===== src/rtl/dice_pkg.sv =====
// Shared constants and types for the dice display: 7-segment patterns
// (active-high, g..a order), FSM state encoding and face width.
package dice_pkg;

    localparam int FACE_W = 3;

    localparam logic [6:0] SEG_BLANK  = 7'b0000000;
    localparam logic [6:0] SEG_DASH   = 7'b1000000;
    localparam logic [6:0] SEG_E      = 7'b1111001;
    localparam logic [6:0] SEG_FACE_1 = 7'b0000110;
    localparam logic [6:0] SEG_FACE_2 = 7'b1011011;
    localparam logic [6:0] SEG_FACE_3 = 7'b1001111;
    localparam logic [6:0] SEG_FACE_4 = 7'b1100110;
    localparam logic [6:0] SEG_FACE_5 = 7'b1101101;
    localparam logic [6:0] SEG_FACE_6 = 7'b1111101;

    typedef enum logic [1:0] {
        IDLE = 2'd0,
        ANIM = 2'd1,
        SHOW = 2'd2
    } state_t;

endpackage


===== src/rtl/dice_display_if.sv =====
// Bundle between the dice controller (master) and the display (slave):
// rolled value/strobe in, segment drive and status out.
interface dice_display_if;
    import dice_pkg::*;

    logic [FACE_W-1:0] value;
    logic              rolled;
    logic [6:0]        seg;
    logic              dp;
    logic              busy;

    modport master (output value, rolled, input  seg, dp, busy);
    modport slave  (input  value, rolled, output seg, dp, busy);

endinterface


===== src/rtl/seg7_dice_decoder.sv =====
// Combinational die value -> 7-segment pattern; 0 shows a dash, 7 shows E.
module seg7_dice_decoder
    import dice_pkg::*;
(
    input  logic [FACE_W-1:0] value,
    output logic [6:0]        seg
);

    always_comb begin
        seg = SEG_E;
        case (value)
            3'd0: seg = SEG_DASH;
            3'd1: seg = SEG_FACE_1;
            3'd2: seg = SEG_FACE_2;
            3'd3: seg = SEG_FACE_3;
            3'd4: seg = SEG_FACE_4;
            3'd5: seg = SEG_FACE_5;
            3'd6: seg = SEG_FACE_6;
            3'd7: seg = SEG_E;
        endcase
    end

endmodule


===== src/rtl/dice_display.sv =====
// Dice display: tumbling, slowing face animation on each roll, then the rolled value.
// Optional DICE_DISPLAY_DP_BLINK_EN toggles dp at every animation step boundary.
module dice_display
    import dice_pkg::*;
#(
    parameter int TICK_DIV   = 1000,
    parameter int ANIM_STEPS = 12
) (
    input  logic          clk,
    input  logic          rst_n,
    dice_display_if.slave bus
);

    localparam int CNT_W  = $clog2(TICK_DIV * ANIM_STEPS + 1);
    localparam int STEP_W = $clog2(ANIM_STEPS + 1);
    localparam logic [CNT_W-1:0]  DIV_C     = CNT_W'(TICK_DIV);
    localparam logic [STEP_W-1:0] LAST_STEP = STEP_W'(ANIM_STEPS - 1);

    state_t              state_reg, state_next;
    logic [FACE_W-1:0]   value_reg, value_next;
    logic [FACE_W-1:0]   face_reg,  face_next;
    logic [STEP_W-1:0]   step_reg,  step_next;
    logic [CNT_W-1:0]    tick_reg,  tick_next;
    logic [CNT_W-1:0]    len_reg,   len_next;
    logic [6:0]          seg_reg,   seg_next;
    logic                dp_reg,    dp_next;
    logic                busy_reg,  busy_next;
    logic                step_adv;

    always_ff @(posedge clk or negedge rst_n) begin
        if (!rst_n) begin
            state_reg <= IDLE;
            value_reg <= '0;
            face_reg  <= '0;
            step_reg  <= '0;
            tick_reg  <= '0;
            len_reg   <= '0;
            seg_reg   <= SEG_BLANK;
            dp_reg    <= 1'b0;
            busy_reg  <= 1'b0;
        end else begin
            state_reg <= state_next;
            value_reg <= value_next;
            face_reg  <= face_next;
            step_reg  <= step_next;
            tick_reg  <= tick_next;
            len_reg   <= len_next;
            seg_reg   <= seg_next;
            dp_reg    <= dp_next;
            busy_reg  <= busy_next;
        end
    end

    // Step length grows by TICK_DIV each step, so step k lasts TICK_DIV*(k+1) cycles.
    always_comb begin
        state_next = state_reg;
        value_next = value_reg;
        face_next  = face_reg;
        step_next  = step_reg;
        tick_next  = tick_reg;
        len_next   = len_reg;
        step_adv   = 1'b0;

        if (bus.rolled) begin
            value_next = bus.value;
            step_next  = '0;
            tick_next  = '0;
            len_next   = DIV_C;
            face_next  = FACE_W'(1);
            state_next = ANIM;
        end else if (state_reg == ANIM) begin
            if (tick_reg == len_reg - CNT_W'(1)) begin
                tick_next = '0;
                if (step_reg == LAST_STEP) begin
                    state_next = SHOW;
                end else begin
                    step_adv  = 1'b1;
                    step_next = step_reg + STEP_W'(1);
                    len_next  = len_reg + DIV_C;
                    face_next = (face_reg == FACE_W'(6)) ? FACE_W'(1) : face_reg + FACE_W'(1);
                end
            end else begin
                tick_next = tick_reg + CNT_W'(1);
            end
        end

        busy_next = (state_next == ANIM);

`ifdef DICE_DISPLAY_DP_BLINK_EN
        if (bus.rolled)
            dp_next = 1'b1;
        else if (state_next != ANIM)
            dp_next = 1'b0;
        else if (step_adv)
            dp_next = ~dp_reg;
        else
            dp_next = dp_reg;
`else
        dp_next = 1'b0;
`endif
    end

    // Decode the next face and next latched value so seg stays registered.
    logic [FACE_W-1:0] dec_in  [2];
    logic [6:0]        dec_out [2];

    assign dec_in[0] = face_next;
    assign dec_in[1] = value_next;

    for (genvar gi = 0; gi < 2; gi++) begin : g_dec
        seg7_dice_decoder u_dec (
            .value (dec_in[gi]),
            .seg   (dec_out[gi])
        );
    end

    always_comb begin
        seg_next = SEG_BLANK;
        case (state_next)
            ANIM:    seg_next = dec_out[0];
            SHOW:    seg_next = dec_out[1];
            default: seg_next = SEG_BLANK;
        endcase
    end

    assign bus.seg  = seg_reg;
    assign bus.dp   = dp_reg;
    assign bus.busy = busy_reg;

endmodule


===== src/flat_wrapper.sv =====
// flat-port wrapper written by rule: the top's interface ports become plain ports
module dice_display_flat import dice_pkg::*;
#(
    parameter int TICK_DIV   = 1000,
    parameter int ANIM_STEPS = 12
)
  (clk, rst_n, bus_value, bus_rolled, bus_seg, bus_dp, bus_busy);
  dice_display_if bus_i ();
  input  logic clk;
  input  logic rst_n;
  input wire logic [$bits(bus_i.value)-1:0] bus_value;
  input wire logic [$bits(bus_i.rolled)-1:0] bus_rolled;
  output wire logic [$bits(bus_i.seg)-1:0] bus_seg;
  output wire logic [$bits(bus_i.dp)-1:0] bus_dp;
  output wire logic [$bits(bus_i.busy)-1:0] bus_busy;
  assign bus_i.value = bus_value;
  assign bus_i.rolled = bus_rolled;
  assign bus_seg = bus_i.seg;
  assign bus_dp = bus_i.dp;
  assign bus_busy = bus_i.busy;
  dice_display #(.TICK_DIV(TICK_DIV), .ANIM_STEPS(ANIM_STEPS)) u_core (.clk(clk), .rst_n(rst_n), .bus(bus_i));
endmodule

===== config.mk =====
export PLATFORM = sky130hd
export DESIGN_NAME = dice_display_flat
export DESIGN_NICKNAME = d
export VERILOG_FILES = /design/src/rtl/dice_pkg.sv /design/src/rtl/dice_display_if.sv /design/src/rtl/seg7_dice_decoder.sv /design/src/rtl/dice_display.sv /design/src/flat_wrapper.sv
export SDC_FILE = /design/constraint.sdc
export NUM_CORES = 1
export LEC_CHECK = 0
export BUFFER_PORTS_ARGS = -buffer_cell sky130_fd_sc_hd__buf_2
export CORE_UTILIZATION = 38
export DETAILED_ROUTE_END_ITERATION = 8
export GPL_TIMING_DRIVEN = 0
export PLACE_DENSITY = 0.57
export SYNTH_ARGS = -nofsm -noshare
export SYNTH_HDL_FRONTEND = slang
export SYNTH_SLANG_ARGS = --single-unit

===== constraint.sdc =====
create_clock -name clk -period 4.95 [get_ports clk]
set_clock_uncertainty 0.2 [all_clocks]
set_input_delay 0 -clock clk [delete_from_list [all_inputs] [get_ports clk]]
set_output_delay 0 -clock clk [all_outputs]
set_load 0.01 [all_outputs]

Word-level counts from Yosys, hierarchy flattened

Memory sizes are Yosys's and may differ from the RTL's.
Index checks and enable logic that the tools add are counted.

Div/mod/pow operators: 0
Add/sub/neg operators: 5
Muxes and demuxes: 22
Bitwise gates (word level): 0
Shift-type cells: 0
Multipliers: 0
Equality and inequality tests: 7
Magnitude comparators: 0
Reduce and logical (&&, ||, !) cells: 3

Operators by type and width:

| kind                                                                 | number |
|---|---|
| 14-bit two-way mux                                                   | 7 |
| 3-bit two-way mux                                                    | 6 |
| 4-bit two-way mux                                                    | 4 |
| 14-bit by 1-bit adder with 14-bit output, second input constant      | 1 |
| 14-bit by 10-bit adder with 14-bit output, second input constant     | 1 |
| 14-bit == test                                                       | 1 |
| 7-bit one-hot mux with 2 select lines                                | 1 |
| 14-bit by 1-bit subtractor with 14-bit output, second input constant | 1 |
| 2-bit two-way mux                                                    | 4 |
| 4-bit by 1-bit adder with 4-bit output, second input constant        | 1 |
| 2-bit by 1-bit == test with 1-bit output, second input constant      | 2 |
| 4-bit == test, second input constant                                 | 1 |
| 2-bit nonzero test                                                   | 2 |
| 3-bit by 1-bit adder with 3-bit output, second input constant        | 1 |
| 3-bit == test, second input constant                                 | 1 |
| 3-bit AND reduction                                                  | 1 |
| 2-bit == test, second input constant                                 | 1 |
| 2-bit inequality test, second input constant                         | 1 |

Latch bits: 0
Output and inout bits: 9
Input bits: 6
ROM bits: 112
Word-level logic and storage cells: 47
RAM bits: 0
Memories kept: 2
Flip-flop bits (word level): 48

Memories:

| memory           | words | bits a word | read ports | clocked after Yosys merged registers in | wr ports | line                    | source |
|---|---|---|---|---|---|---|---|
| (name not given) | 8     | 7           | 1          | 0                                       | 0        | seg7_dice_decoder.sv:11 | `case (value)` |
| (name not given) | 8     | 7           | 1          | 0                                       | 0        | seg7_dice_decoder.sv:11 |  |

Depth between registers and ports, before layout

An unclocked memory read counts as a cell.

Word-level depth: 8
Depth in mapped cells: 15
Depth with buffers taken out: 15

Modules after synthesis

Synthesis repeated with hierarchy kept, for this count alone.

Cells, all modules: 298
Area, all modules: 2735.1 um2

By module, submodules not included:

| module            | instances | cells an instance | sequential area each (um2) | area each (um2) |
|---|---|---|---|---|
| dice_display      | 1         | 278               | 1126.1                     | 2602.5 |
| seg7_dice_decoder | 2         | 10                | 0.0                        | 66.3 |

Worst setup path before layout

No wires, ideal clock.

Path type: register to register
Start: reg u_core.len_reg[3]
End: reg u_core.seg_reg[6], in the netlist u_core.bus.seg[6]
Library setup time: 0.120 ns
Path slack: 0.999 ns
Stages on the path, launching flop included: 16
Arrival: 3.631 ns
Data required time: 4.630 ns
Clock period less this slack: 3.951 ns
Buffers on the path: 0
Path through: dfrtp_1 -> inv_1 -> ha_1 -> or3b_2 -> or3_1 -> a32o_1 -> a21oi_1 -> nor3_1 -> a31oi_1 -> nor2_1 -> ha_1 -> nand2b_1 -> a21oi_1 -> or4b_2 -> o22ai_1 -> nor2_1

Word-level cells in the longest chain between the ends: 7
Elaborated cells between the ends (all ways): 12
Classes of those cells: add/sub: 1; eq/ne: 3; mux: 7; memory: 1

RTL lines:

| item                                                                      | line                | source |
|---|---|---|
| from (decl)                                                               | dice_display.sv:24  | `logic [CNT_W-1:0] len_reg, len_next;` |
| from (signal assigned)                                                    | dice_display.sv:47  | `len_reg <= len_next;` |
| 14-bit by 1-bit subtractor with 14-bit output *                           | dice_display.sv:72  | `if (tick_reg == len_reg - CNT_W'(1)) begin` |
| 14-bit == test *                                                          | dice_display.sv:72  |  |
| 2-bit two-way mux *                                                       | dice_display.sv:72  |  |
| 2-bit two-way mux *                                                       | dice_display.sv:71  | `end else if (state_reg == ANIM) begin` |
| 2-bit two-way mux *                                                       | dice_display.sv:64  | `if (bus.rolled) begin` |
| via u_core.state_next[1]                                                  | dice_display.sv:19  | `state_t state_reg, state_next;` |
| 2-bit == test or 2-bit by 1-bit == test with 1-bit output (tied branches) | dice_display.sv:119 | `case (state_next)` |
| 7-bit one-hot mux with 2 select lines *                                   | dice_display.sv:119 |  |
| via u_core.seg_next[6]                                                    | dice_display.sv:25  | `logic [6:0] seg_reg, seg_next;` |
| to (signal assigned)                                                      | dice_display.sv:48  | `seg_reg <= seg_next;` |
| to (decl)                                                                 | dice_display.sv:25  |  |

Mark *: on every way through the listed nets, which the timed path passes. The rest lies on a longest branch.
A chain may end at the register's enable or synchronous reset.

Worst setup path after layout

Same ends and word-level chain as after synthesis.

==> flow_summary.json <==
{
  "run_status": "finished, final reports clean",
  "syn_to_final_growth_pct": 13.16,
  "setup-violations-final": 0,
  "dp_cells": 442,
  "initial_core_util_pct": 39.52,
  "synth_area_um2": 2882,
  "wl_per_cell_um": 15.42,
  "antenna_found_initial": 0,
  "cts_buffers": 5,
  "maxSlewHeadroom_pct": 33.51,
  "crit_arrival_ns": 4.50,
  "r2r-end": "u_core.bus.seg[6]",
  "rrSetupSlack_ns": 0.45,
  "grt_overflow": 0,
  "final_cells": 457,
  "synth.net_count": 342,
  "cts_root_buf": "clkbuf_8",
  "slowest_stage": "or4b_2",
  "whs_endpoint": "u_core.bus.seg[5]",
  "rr_startpoint": "u_core.len_reg[3]",
  "r2r_cells": 15,
  "hold_slack_ns": 0.1329,
  "drt_iter0_drc": 145,
  "cts_max_level": 2,
  "synth_common_cells": "dfrtp_1 (44), nor2_1 (30), nand2_1 (19)",
  "wirelength_mm": 7.047,
  "netlist_instances": 330,
  "syn_area_per_cell_um2": 8.732,
  "yosys.area.top_type": "dfrtp_1",
  "fin_ws_ns": 0.4534,
  "port_buffers": 13,
  "globalplace.congestion": 0.9059,
  "start_kind": "flip-flop",
  "tightest_slew_ns": 0.9974,
  "ant_nets": 0,
  "grt_usage_pct": 19.47,
  "finalCriticalPeriod_ns": 4.497,
  "fillers": 738,
  "antenna_cells": 0,
  "routed_via_density": 5.499,
  "cp_max_fo": 7,
  "worstSetupPathType": "flip-flop to flip-flop",
  "grt_pass1_vias": 2393,
  "cts_tree": "yes",
  "final_layout_size_suffix_gt1_share_pct": 11.45,
  "synth_enable_flop_cells": 0,
  "power_density_nw_per_um2": 215.9,
  "drt_first_pass_iters": 4,
  "rows": 31,
  "min_path_type": "input port to flip-flop",
  "max_stage_delay_ns": 0.64,
  "ios": 15,
  "vias": 2513,
  "route.detailed.drc": 0,
  "die_x_um": 89.08,
  "clock_latency_ns": 0.31,
  "max-vdd-ir-drop_uv": 133.3,
  "whs_path_depth": 4,
  "grt_max_degree": 45,
  "drv_slew": 0,
  "dieArea_um2": 7935,
  "worstHoldStart": "bus_rolled",
  "fmax_mhz": 222.4,
  "yosys_warnings": 0,
  "crit_path_end_kind": "flip-flop",
  "critPathRequiredTime_ns": 4.96,
  "cp_cell_sequence": "inv_1, ha_1, or3b_2, or3_1, a32o_1, a21oi_1, nor3_2, a31oi_1, nor2_1, ha_1, nand2b_1, a21oi_1, or4b_2, o22ai_1, nor2_1",
  "final_core_util_pct": 44.72,
  "synth_top_area_share_pct": 38.21,
  "largest_reg_flops": 14,
  "cts.path.max_buffers": 2,
  "nNetsFinal": 369,
  "synth.distinct_cells": 56,
  "dp.final_hpwl_mm": 4.968,
  "period_share_pct": 90.84,
  "fp.coreArea_um2": 7292,
  "synth-seq-cells": 44,
  "cts.sinks": 44,
  "drv_cap": 0,
  "rsz0062_at_grt": "false",
  "die_h_um": 89.08,
  "ys_seq_area_share_pct": 38.21,
  "grt_pass1_wl_mm": 11.86,
  "place_ws_ns": 0.3675,
  "synth.most_common_cell": "dfrtp_1",
  "ys.flop_type": "dfrtp_1",
  "hold_viol": 0,
  "async_reset_ff_share_pct": 100.0,
  "p_leak_nw": 1.236,
  "setup_tns_ns": 0,
  "clkTransAtPathRegs_ns": 0.09,
  "synthTopCellsByArea": "dfrtp_1 (38%), xnor2_1 (5.2%), nor2_1 (3.9%)"
}
[metrics by stage]
step / area [µm²] / power (mW)
2_1_floorplan: 2882 / 0.3978
3_3_place_gp: 3070 / 0.4151
3_5_place_dp: 3070 / 0.4159
4_1_cts: 3256 / 0.7132
5_1_grt: 3261 / 0.7333
6_report: 3261 / 0.7041
[critical path, delay by kind of cell (launching register included)]
kind | cells | cell delay (ns)
AND/OR/NAND/NOR | 7 | 1.99
AO/OA/AOI/OAI | 5 | 0.99
adder cells (fa/ha/maj) | 2 | 0.59
flip-flops | 1 | 0.51
buffers and inverters | 1 | 0.10
[kinds of logic after synthesis]
group	synth area share, %
AOI/OAI and AO/OA	16.15
xor gates and xnor gates	7.599
adders and majority gates	2.605
buffers and inverters	5.210
DFF	38.21
muxes	3.257
other	0.1301
and+or+nand+nor	26.83
[power by group]
part           internal (mW)  total [mW]  switching (mW)
clock network          0.152       0.290           0.138
logic                 0.0177      0.0477          0.0300
registers              0.364       0.366         0.00278
total                  0.533       0.704           0.171
[cell usage in the layout, fill, tap and decap left out, types with 3 or more instances in the layout]
cell / instances
dfrtp_1: 44
nor2_1: 30
nand2_1: 19
clkbuf_1: 18
xnor2_1: 17
buf_2: 16
a21oi_1: 15
nand2b_1: 14
o21ai_0: 14
nand3_1: 12
a211oi_1: 11
nor4_1: 10
nor3_1: 10
inv_1: 9
or3_1: 9
nor2b_1: 9
xor2_1: 8
dlygate4sd3_1: 7
a31oi_1: 6
nand4_1: 6
mux2i_1: 6
ha_1: 6
clkbuf_8: 5
or2_2: 3
o21bai_1: 3
a21o_1: 3
or4_1: 3
mux2_2: 3
a311oi_1: 3
[worst max-delay path by stage]
| stage | slack, ns | startpoint | to |
|---|---|---|---|
| 2_1_floorplan | 1.0 | u_core.len_reg[3] | u_core.bus.seg[6] |
| 3_3_place_gp | 0.46 | u_core.len_reg[3] | u_core.bus.seg[6] |
| 3_5_place_dp | 0.37 | u_core.len_reg[3] | u_core.bus.seg[6] |
| 4_1_cts | 0.35 | u_core.len_reg[3] | u_core.bus.seg[6] |
| 5_1_grt | 0.22 | u_core.len_reg[3] | u_core.bus.seg[6] |
| 6_report | 0.45 | u_core.len_reg[3] | u_core.bus.seg[6] |
[routing by layer]
metal | vias up | part of all wire, % | GRT usage [%]
met5 | - | 0 | 0
met4 | 0 | 1.5 | 5.483
met3 | 8 | 3.6 | 2.585
met2 | 51 | 47 | 30.88
met1 | 1213 | 48 | 27.81
li1 | 1241 | - | -
[area by class of cell]
| type | instances | area (µm²) | area share (%) |
|---|---|---|---|
| multi-input combinational | 251 | 1635 | 50.15 |
| clock buffer | 5 | 68.82 | 2.111 |
| timing repair buffer | 20 | 135.1 | 4.144 |
| sequential | 44 | 1101 | 33.77 |
| clock inverter | 3 | 46.29 | 1.420 |
| buffer | 26 | 116.4 | 3.569 |
| tap | 99 | 123.9 | 3.799 |
| inverter | 9 | 33.78 | 1.036 |
[what timing repair did]
action | 4_1_cts | 5_1_grt
gates resized for setup | 0 | 1
setup buffers | 0 | 0
endpoints found under the hold margin | 47 | 0
setup endpoints to repair | 0 | 1
hold buffers | 7 | 0
(Power assumes the default switching activity.)
